[src/rtl/store_buffer_if.sv]
// Store buffer bus: MEM push port, WB commit/cancel/flush controls,
// dcache write handshake and the MEM load-address check.
interface store_buffer_if #(
    parameter int ADDR_W = 32,
    parameter int DATA_W = 32
);
    localparam int STRB_W = DATA_W / 8;

    logic              push_valid_i;
    logic              push_ready_o;
    logic [ADDR_W-1:0] push_addr_i;
    logic [DATA_W-1:0] push_data_i;
    logic [STRB_W-1:0] push_wstrb_i;

    logic              commit_i;
    logic              cancel_i;
    logic              flush_i;

    logic              wr_req_o;
    logic [ADDR_W-1:0] wr_addr_o;
    logic [DATA_W-1:0] wr_data_o;
    logic [STRB_W-1:0] wr_wstrb_o;
    logic              wr_ack_i;

    logic [ADDR_W-1:0] ld_addr_i;
    logic              ld_hit_o;

    logic              empty_o;
    logic              full_o;

    // Pipeline/dcache side: drives stores, controls, acks and load addresses
    modport master (
        output push_valid_i, push_addr_i, push_data_i, push_wstrb_i,
        output commit_i, cancel_i, flush_i,
        output wr_ack_i, ld_addr_i,
        input  push_ready_o, wr_req_o, wr_addr_o, wr_data_o, wr_wstrb_o,
        input  ld_hit_o, empty_o, full_o
    );

    // Store buffer side
    modport slave (
        input  push_valid_i, push_addr_i, push_data_i, push_wstrb_i,
        input  commit_i, cancel_i, flush_i,
        input  wr_ack_i, ld_addr_i,
        output push_ready_o, wr_req_o, wr_addr_o, wr_data_o, wr_wstrb_o,
        output ld_hit_o, empty_o, full_o
    );
endinterface

[src/rtl/store_buffer.sv]
// Post-commit store queue between MEM/WB and the data cache.
// Entries are allocated speculatively at tail, retire into the committed
// region at cptr, and drain in order from head over a req/ack handshake.
module store_buffer #(
    parameter int DEPTH  = 4,
    parameter int ADDR_W = 32,
    parameter int DATA_W = 32
) (
    input  logic           clk,
    input  logic           rst,
    store_buffer_if.slave  bus
);
    localparam int PTR_W  = $clog2(DEPTH);
    localparam int CNT_W  = PTR_W + 1;
    localparam int STRB_W = DATA_W / 8;

    logic [ADDR_W-1:0] addr_mem  [DEPTH];
    logic [DATA_W-1:0] data_mem  [DEPTH];
    logic [STRB_W-1:0] wstrb_mem [DEPTH];

    logic [PTR_W-1:0] head, cptr, tail;
    logic [PTR_W-1:0] head_nxt, cptr_nxt, tail_nxt;
    logic [CNT_W-1:0] cmt_cnt, spec_cnt;
    logic [CNT_W-1:0] cmt_cnt_nxt, spec_cnt_nxt;
    logic [CNT_W-1:0] occupancy;

    logic full;
    logic push_acc;
    logic commit_ok;
    logic ack_ok;
    logic kill_spec;
    logic [DEPTH-1:0] entry_valid;
    logic ld_hit;

    assign occupancy = cmt_cnt + spec_cnt;
    assign full      = (occupancy == CNT_W'(DEPTH));

    // A push in a cancel/flush cycle is dropped; commit wins over cancel,
    // while flush still drops whatever is speculative after a same-cycle commit.
    assign push_acc  = bus.push_valid_i & !full & !bus.flush_i & !bus.cancel_i;
    assign commit_ok = bus.commit_i & (spec_cnt != '0);
    assign ack_ok    = bus.wr_ack_i & (cmt_cnt != '0);
    assign kill_spec = bus.flush_i | (bus.cancel_i & !bus.commit_i);

    // Next pointer and counter values; each counter nets its own inc/dec
    always_comb begin
        head_nxt     = head + PTR_W'(ack_ok);
        cptr_nxt     = cptr + PTR_W'(commit_ok);
        tail_nxt     = tail;
        spec_cnt_nxt = spec_cnt;
        cmt_cnt_nxt  = cmt_cnt + CNT_W'(commit_ok) - CNT_W'(ack_ok);
        if (kill_spec) begin
            tail_nxt     = cptr_nxt;
            spec_cnt_nxt = '0;
        end else begin
            tail_nxt     = tail + PTR_W'(push_acc);
            spec_cnt_nxt = spec_cnt + CNT_W'(push_acc) - CNT_W'(commit_ok);
        end
    end

    // Pointer and counter registers; reset discards every entry
    always_ff @(posedge clk or posedge rst) begin
        if (rst) begin
            head     <= '0;
            cptr     <= '0;
            tail     <= '0;
            cmt_cnt  <= '0;
            spec_cnt <= '0;
        end else begin
            head     <= head_nxt;
            cptr     <= cptr_nxt;
            tail     <= tail_nxt;
            cmt_cnt  <= cmt_cnt_nxt;
            spec_cnt <= spec_cnt_nxt;
        end
    end

    // Entry payload storage; contents of free slots are don't-care
    always_ff @(posedge clk) begin
        if (push_acc) begin
            addr_mem[tail]  <= bus.push_addr_i;
            data_mem[tail]  <= bus.push_data_i;
            wstrb_mem[tail] <= bus.push_wstrb_i;
        end
    end

    // A slot is live when its distance from head is below the occupancy
    always_comb begin
        entry_valid = '0;
        for (int i = 0; i < DEPTH; i++) begin
            entry_valid[i] = CNT_W'(PTR_W'(PTR_W'(i) - head)) < occupancy;
        end
    end

    // Word-granular match of the load address against every live entry
    always_comb begin
        ld_hit = 1'b0;
        for (int i = 0; i < DEPTH; i++) begin
            if (entry_valid[i] &&
                (addr_mem[i][ADDR_W-1:2] == bus.ld_addr_i[ADDR_W-1:2])) begin
                ld_hit = 1'b1;
            end
        end
    end

    assign bus.push_ready_o = !full;
    assign bus.full_o       = full;
    assign bus.empty_o      = (occupancy == '0);
    assign bus.wr_req_o     = (cmt_cnt != '0);
    assign bus.wr_addr_o    = addr_mem[head];
    assign bus.wr_data_o    = data_mem[head];
    assign bus.wr_wstrb_o   = wstrb_mem[head];
    assign bus.ld_hit_o     = ld_hit;

endmodule
[src/flat_wrapper.sv]
// flat-port wrapper written by rule: the top's interface ports become plain ports
module store_buffer_flat 
#(
    parameter int DEPTH  = 4,
    parameter int ADDR_W = 32,
    parameter int DATA_W = 32
)
  (clk, rst, bus_push_valid_i, bus_push_addr_i, bus_push_data_i, bus_push_wstrb_i, bus_commit_i, bus_cancel_i, bus_flush_i, bus_wr_ack_i, bus_ld_addr_i, bus_push_ready_o, bus_wr_req_o, bus_wr_addr_o, bus_wr_data_o, bus_wr_wstrb_o, bus_ld_hit_o, bus_empty_o, bus_full_o);
  store_buffer_if #(.ADDR_W(ADDR_W), .DATA_W(DATA_W)) bus_i ();
  input  logic clk;
  input  logic rst;
  input wire logic [$bits(bus_i.push_valid_i)-1:0] bus_push_valid_i;
  input wire logic [$bits(bus_i.push_addr_i)-1:0] bus_push_addr_i;
  input wire logic [$bits(bus_i.push_data_i)-1:0] bus_push_data_i;
  input wire logic [$bits(bus_i.push_wstrb_i)-1:0] bus_push_wstrb_i;
  input wire logic [$bits(bus_i.commit_i)-1:0] bus_commit_i;
  input wire logic [$bits(bus_i.cancel_i)-1:0] bus_cancel_i;
  input wire logic [$bits(bus_i.flush_i)-1:0] bus_flush_i;
  input wire logic [$bits(bus_i.wr_ack_i)-1:0] bus_wr_ack_i;
  input wire logic [$bits(bus_i.ld_addr_i)-1:0] bus_ld_addr_i;
  output wire logic [$bits(bus_i.push_ready_o)-1:0] bus_push_ready_o;
  output wire logic [$bits(bus_i.wr_req_o)-1:0] bus_wr_req_o;
  output wire logic [$bits(bus_i.wr_addr_o)-1:0] bus_wr_addr_o;
  output wire logic [$bits(bus_i.wr_data_o)-1:0] bus_wr_data_o;
  output wire logic [$bits(bus_i.wr_wstrb_o)-1:0] bus_wr_wstrb_o;
  output wire logic [$bits(bus_i.ld_hit_o)-1:0] bus_ld_hit_o;
  output wire logic [$bits(bus_i.empty_o)-1:0] bus_empty_o;
  output wire logic [$bits(bus_i.full_o)-1:0] bus_full_o;
  assign bus_i.push_valid_i = bus_push_valid_i;
  assign bus_i.push_addr_i = bus_push_addr_i;
  assign bus_i.push_data_i = bus_push_data_i;
  assign bus_i.push_wstrb_i = bus_push_wstrb_i;
  assign bus_i.commit_i = bus_commit_i;
  assign bus_i.cancel_i = bus_cancel_i;
  assign bus_i.flush_i = bus_flush_i;
  assign bus_i.wr_ack_i = bus_wr_ack_i;
  assign bus_i.ld_addr_i = bus_ld_addr_i;
  assign bus_push_ready_o = bus_i.push_ready_o;
  assign bus_wr_req_o = bus_i.wr_req_o;
  assign bus_wr_addr_o = bus_i.wr_addr_o;
  assign bus_wr_data_o = bus_i.wr_data_o;
  assign bus_wr_wstrb_o = bus_i.wr_wstrb_o;
  assign bus_ld_hit_o = bus_i.ld_hit_o;
  assign bus_empty_o = bus_i.empty_o;
  assign bus_full_o = bus_i.full_o;
  store_buffer #(.DEPTH(DEPTH), .ADDR_W(ADDR_W), .DATA_W(DATA_W)) u_core (.clk(clk), .rst(rst), .bus(bus_i));
endmodule
[config.mk]
export PLATFORM = sky130hd
export DESIGN_NAME = store_buffer_flat
export DESIGN_NICKNAME = d
export VERILOG_FILES = /design/src/rtl/store_buffer_if.sv /design/src/rtl/store_buffer.sv /design/src/flat_wrapper.sv
export SDC_FILE = /design/constraint.sdc
export NUM_CORES = 1
export LEC_CHECK = 0
export ABC_AREA = 0
export CORE_ASPECT_RATIO = 0.7
export CORE_MARGIN = 2
export CORE_UTILIZATION = 50
export DETAILED_ROUTE_END_ITERATION = 8
export PLACE_DENSITY = 0.79
export SYNTH_ARGS = -nofsm -noshare
export SYNTH_HDL_FRONTEND = slang
export SYNTH_SLANG_ARGS = --single-unit
[constraint.sdc]
create_clock -name clk -period 9.7 [get_ports clk]
set_input_delay 1.94 -clock clk [delete_from_list [all_inputs] [get_ports clk]]
set_output_delay 1.94 -clock clk [all_outputs]
set_load 0.05 [all_outputs]
==> impl_metrics.json, run 1 <==
{
  "drive_above_1_share_pct": 15.5,
  "post_cts_resized": 0,
  "crit_required_ns": 7.76,
  "crit_start": "bus_ld_addr_i[28]",
  "cts.clk_slew.worst_paths_ns": 0.06,
  "grt_setup_unrepaired": "no",
  "pin_count": 180,
  "first_pass_iters": 5,
  "ys_seq_area_share_pct": 70.4,
  "num_rows": 47,
  "start_util_pct": 50.9,
  "clk_latency_ns": 0.53,
  "viasPerCell": 5.60,
  "vias": 6360,
  "yosysTopAreaCell": "edfxtp_1",
  "multi_input_area_sq_um": 3350,
  "fin_crit_sh_pct": 67.8,
  "cp.arrival_ns": 4.64,
  "io_buffer_count": 177,
  "syn_avg_cell_area_sq_um": 19.2,
  "gp_congestion": 0.898,
  "synthTopCellsByArea": "edfxtp_1, mux4_2, xnor2_1",
  "reg2reg_depth": 8,
  "peakVddDrop_mv": 0.250,
  "crit_fanout": 4,
  "syn_nets": 750,
  "diodes": 0,
  "drc_errors": 0,
  "relSlewSlack_pct": 28.1,
  "grt_pass1_vias": 6777,
  "grt_pass1_wl_mm": 40.5,
  "yosys_warnings": 0,
  "cts_tree": "built",
  "worstHoldStart": "u_core.cptr[1]$_DFF_PP0_",
  "p_leak_nw": 4.82,
  "dieArea_sq_um": 25300,
  "crit_path_start_kind": "input pin",
  "regArea_sq_um": 8480,
  "timing.setup.tns_ns": 0,
  "synth_top_cell_area_share_pct": 67.9,
  "crit_path_end": "bus_ld_hit_o",
  "fillers": 1642,
  "r2r-end": "u_core.data_mem[3][2]$_DFFE_PP_",
  "power_density_nw_per_um2": 292,
  "syn_to_final_growth_pct": 24.2,
  "report.final.slew_viol_count": 0,
  "dr_wl_met3_mm": 2.70,
  "status": "completed",
  "maxCapViolCount": 0,
  "syn_area_sq_um": 12000,
  "grt_use_total_pct": 21.6,
  "die_h_um": 134,
  "hold_violations": 0,
  "wirelength_mm": 26.9,
  "pre_cts_ws_ns": 3.10,
  "ant_nets": 0,
  "period_minus_slack_ns": 6.58,
  "root_buffer": "clkbuf_16",
  "grt_max_degree": 69,
  "end_kind": "output pin",
  "synthCells": 628,
  "hold_path.class": "reg2reg",
  "wire_per_inst_um": 23.7,
  "finalClockSkew_ns": 0.00697,
  "fmax_ghz": 0.152,
  "setup_viol": 0,
  "worst_slack_ns": 3.12,
  "regToRegSetupSlack_ns": 6.48,
  "wl_met1_mm": 11.0,
  "wl_met2_mm": 12.6,
  "yosys.cell_types.count": 31,
  "r2r-start": "u_core.spec_cnt[0]$_DFF_PP0_",
  "top_layer_used": "met5",
  "nNetsFinal": 920,
  "cts_buffer_depth": 3,
  "cts_buffers": 27,
  "drtIter0Drc": 454,
  "synth_seq_cells": 284,
  "worst_slew_pin_slew_ns": 1.08,
  "antenna_found_initial": 3,
  "core_area_sq_um": 23600,
  "crit_type": "in2out",
  "htree_levels": 1,
  "overflow": 0,
  "ctsHoldBuffers": 0,
  "dieWidth_um": 189,
  "hpwl_mm": 18.2,
  "post_cts_buffers": 0,
  "cts_sinks": 284
}
[Yosys cell counts, drive strengths merged]
| master | count |
|---|---|
| xnor2 | 96 |
| nor2 | 8 |
| clkbuf | 33 |
| nor3b | 2 |
| nand2b | 1 |
| nand4 | 23 |
| fa | 3 |
| a21oi | 6 |
| dfrtp | 12 |
| nor2b | 1 |
| mux4 | 68 |
| buf | 11 |
| and3 | 1 |
| nand4b | 1 |
| mux2 | 1 |
| nand3 | 1 |
| ha | 12 |
| or3 | 1 |
| and2 | 3 |
| xor2 | 34 |
| nor3 | 5 |
| o211ai | 2 |
| nand2 | 4 |
| nor4 | 12 |
| edfxtp | 272 |
| inv | 14 |
| o2111ai | 1 |
[placed cells by master (no fill, tap or decap), types with 4 or more instances in the layout]
cell / netlist / routed
clkdlybuf4s50_1: 0 / 177
nor4_1: 12 / 12
xnor2_1: 95 / 95
nand4_1: 23 / 23
clkinv_2: 0 / 7
a21oi_1: 6 / 6
edfxtp_1: 272 / 272
nor3_1: 5 / 4
mux4_2: 68 / 68
nor2_1: 8 / 8
inv_1: 13 / 13
clkbuf_16: 0 / 27
buf_4: 1 / 8
clkbuf_1: 33 / 8
dfrtp_1: 12 / 10
xor2_1: 34 / 34
ha_1: 12 / 12
[critical path, stage by stage]
cell and delay, ns:
clkdlybuf4s50_1 0.54, xor2_1 0.21, nor4_1 0.52, nand4_1 0.21, nor3_1 0.21, nand4b_1 0.17
clkdlybuf4s50_1 0.83
[sequential cells by signal, indices dropped and copies added, names as in the netlist]
signal and count:
u_core.data_mem 128, u_core.cptr 2, u_core.wstrb_mem 16, u_core.head 2
u_core.tail 2, u_core.addr_mem 128, u_core.cmt_cnt 3, u_core.spec_cnt 3
[cells by family after synthesis]
| group | share of synthesized area [%] |
|---|---|
| xor gates and xnor gates | 9.53 |
| adders and majority gates | 1.75 |
| AOI/OAI and AO/OA | 0.447 |
| buffers and inverters | 1.94 |
| muxes | 12.8 |
| and+or+nand+nor | 3.12 |
| DFF | 70.4 |
[through the flow]
stage               power (W)  area, sq um  instances  hold WS [ns]  util, %
floorplan             0.00283        12000        628         0.432        -
global placement      0.00334        14100       1087         0.443     59.7
detailed placement    0.00338        14100       1087         0.453     59.7
CTS                   0.00440        14900       1135         0.465     63.2
global route          0.00452        14900       1135         0.492     63.2
finish                0.00437        14900       1135         0.461     63.2
[cell type report]
| cell class | instances | area share (%) |
|---|---|---|
| inverters | 14 | 0.352 |
| clock buffers | 37 | 4.91 |
| flip-flops and latches | 284 | 56.7 |
| repair buffers | 185 | 12.3 |
| well taps | 318 | 2.66 |
| multi-input cells | 286 | 22.4 |
| clock inverters | 11 | 0.720 |
[worst min-delay path by stage]
stage                          endpoint  slack [ns]  cells after the start
6_report       u_core.cptr[1]$_DFF_PP0_        0.46                      1
5_1_grt        u_core.cptr[1]$_DFF_PP0_        0.49                      1
4_1_cts        u_core.cptr[1]$_DFF_PP0_        0.46                      1
3_5_place_dp   u_core.cptr[1]$_DFF_PP0_        0.45                      1
3_3_place_gp   u_core.cptr[1]$_DFF_PP0_        0.44                      1
2_1_floorplan  u_core.cptr[1]$_DFF_PP0_        0.43                      1
[routing by layer]
layer  global-route usage (%)  vias to the layer above
met1                     30.3                     3219
met4                     5.04                        6
li1                         -                     2791
met3                     6.02                       44
met2                     34.4                      300
met5                        0                        -
[power breakdown]
part,switching (W),internal [W],leakage [nW]
Clock,0.000432,0.000580,0.418
Sequential,0.000117,0.00145,2.60
Combinational,0.00108,0.000701,1.80
No activity file was read; power rests on OpenSTA's default activity.
==> run 2: changes to the inputs <==
- CORE_UTILIZATION: 50 -> 49
- PLACE_DENSITY: 0.79 -> 0.8
- clock period: 9.7 -> 6 ns (I/O delays scaled with it)
==> run 2 against run 1 <==
  * Hold slack about the same
  * Cell area up 0.29%
  * Critical path depth unchanged
  * Clock skew up 0.0045 ns
  * Via count down 0.72%
  * Wire length up 0.59%
  * Die area up 2.0%
  * Critical endpoint unchanged
  * Largest cell class unchanged
  * Highest routed layer unchanged
==> impl_metrics.json, run 2 (synthesized netlist as in run 1, its figures left out) <==
{
  "nNetsFinal": 919,
  "hold_violations": 0,
  "ctsHoldBuffers": 0,
  "utilization_pct": 62.8,
  "crit_required_ns": 4.80,
  "grt_max_degree": 69,
  "maxCapViolCount": 0,
  "setup_viol": 0,
  "core_area_sq_um": 23900,
  "crit_path_start_kind": "input pin",
  "worst_slew_pin_slew_ns": 1.25,
  "cts_buffer_depth": 3,
  "final_common_cell": "edfxtp_1",
  "peakVddDrop_mv": 0.350,
  "pin_count": 180,
  "io_buffer_count": 177,
  "clk_latency_ns": 0.54,
  "final_cell_mix": "edfxtp_1, clkdlybuf4s50_1, xnor2_1",
  "drtIter0Drc": 590,
  "relSlewSlack_pct": 16.5,
  "reg_top3": "u_core.addr_mem (128), u_core.data_mem (128), u_core.wstrb_mem (16)",
  "crit_family": "buffers and inverters",
  "drc_errors": 0,
  "report.final.slew_viol_count": 0,
  "wirelength_mm": 27.1,
  "finalClockSkew_ns": 0.0114,
  "grt_pass1_vias": 6839,
  "crit_chain": "clkdlybuf4s50_1 -> xor2_1 -> nor4_1 -> nand4_1 -> nor3_1 -> nand4b_1 -> clkdlybuf4s50_1",
  "wl_met1_mm": 10.8,
  "antenna_found_initial": 5,
  "cts_sinks": 284,
  "cts_buffers": 28,
  "period_minus_slack_ns": 5.08,
  "htree_levels": 1,
  "power_density_nw_per_um2": 472,
  "start_util_pct": 50.4,
  "slowest_stage": "clkdlybuf4s50_1",
  "hold_path.class": "reg2reg",
  "root_buffer": "clkbuf_16",
  "hpwl_mm": 18.1,
  "cts_tree": "built",
  "die_h_um": 135,
  "critPathMaxStageDelay_ns": 0.83,
  "post_cts_resized": 0,
  "overflow": 0,
  "dieArea_sq_um": 25800,
  "fin_crit_sh_pct": 84.6,
  "top_layer_used": "met5",
  "end_kind": "output pin",
  "wire_per_inst_um": 23.8,
  "cp.arrival_ns": 3.88,
  "drive_above_1_share_pct": 15.4,
  "num_rows": 47,
  "cp_num_buf_inv": 2,
  "fmax_ghz": 0.197,
  "timing.setup.tns_ns": 0,
  "syn_to_final_growth_pct": 24.6,
  "crit_type": "in2out",
  "dr_wl_met3_mm": 3.20,
  "grt_pass1_wl_mm": 40.4,
  "vias": 6314,
  "viasPerCell": 5.54,
  "ant_nets": 0,
  "grt_use_total_pct": 21.4,
  "cp_common_cell": "clkdlybuf4s50_1",
  "cts.clk_slew.worst_paths_ns": 0.06,
  "first_pass_iters": 5,
  "crit_fanout": 4,
  "grt_setup_unrepaired": "no",
  "post_cts_buffers": 0,
  "dieWidth_um": 191,
  "status": "completed",
  "gp_congestion": 0.836,
  "wl_met2_mm": 12.5,
  "p_leak_nw": 4.82
}
-- run 2: cell count changes in the layout (fill, tap and decap cells not counted), moves of 2 or more --
cell,delta
clkinvlp_4,+3
buf_4,-2
clkbuf_1,+2
clkbuf_8,-2
diode_2,+2
nor3b_2,-2
nor3b_4,+2
-- run 2: metal layers --
metal | vias to the layer above | track usage, %
met3 | 44 | 7.93
met1 | 3169 | 28.4
li1 | 2794 | -
met2 | 301 | 34.0
met5 | - | 0
met4 | 6 | 4.91
-- run 2: report_power, final --
part | total (W) | switching, W | internal (W)
combinational | 0.00287 | 0.00173 | 0.00113
sequential | 0.00255 | 0.000202 | 0.00235
clock | 0.00166 | 0.000710 | 0.000951
-- run 2: worst paths after layout --
path	cells after the start	from	slack (ns)	endpoint
worst max-delay path	7	bus_ld_addr_i[18]	0.92	bus_ld_hit_o
worst min-delay path	1	u_core.cptr[1]$_DFF_PP0_	0.46	u_core.cptr[1]$_DFF_PP0_
worst max register to register	8	u_core.spec_cnt[0]$_DFF_PP0_	2.31	u_core.data_mem[1][28]$_DFFE_PP_
worst min register to register	1	u_core.cptr[1]$_DFF_PP0_	0.46	u_core.cptr[1]$_DFF_PP0_
max in group asynchronous	2	rst	4.64	u_core.head[1]$_DFF_PP0_
min in group asynchronous	2	rst	0.98	u_core.spec_cnt[2]$_DFF_PP0_
-- run 2: area by class of cell --
cell class | count | area [sq um]
diodes | 2 | 5.00
clock buffers | 38 | 738
clock inverters | 14 | 136
fillers | 1665 | 8890
inverters | 14 | 52.6
multi-input cells | 286 | 3370
flip-flops and latches | 284 | 8480
well taps | 318 | 398
repair buffers | 183 | 1820
-- run 2: per-stage QoR --
step / hold slack (ns) / worst slack, ns / std cells / instance area [sq um] / total power [W]
6_report: 0.461 / 0.922 / 1139 / 15000 / 0.00708
5_1_grt: 0.483 / 0.739 / 1137 / 15000 / 0.00736
4_1_cts: 0.459 / 0.979 / 1137 / 15000 / 0.00714
3_5_place_dp: 0.450 / 0.994 / 1085 / 14100 / 0.00546
3_3_place_gp: 0.445 / 0.993 / 1085 / 14100 / 0.00541
2_1_floorplan: 0.432 / 1.14 / 628 / 12000 / 0.00457
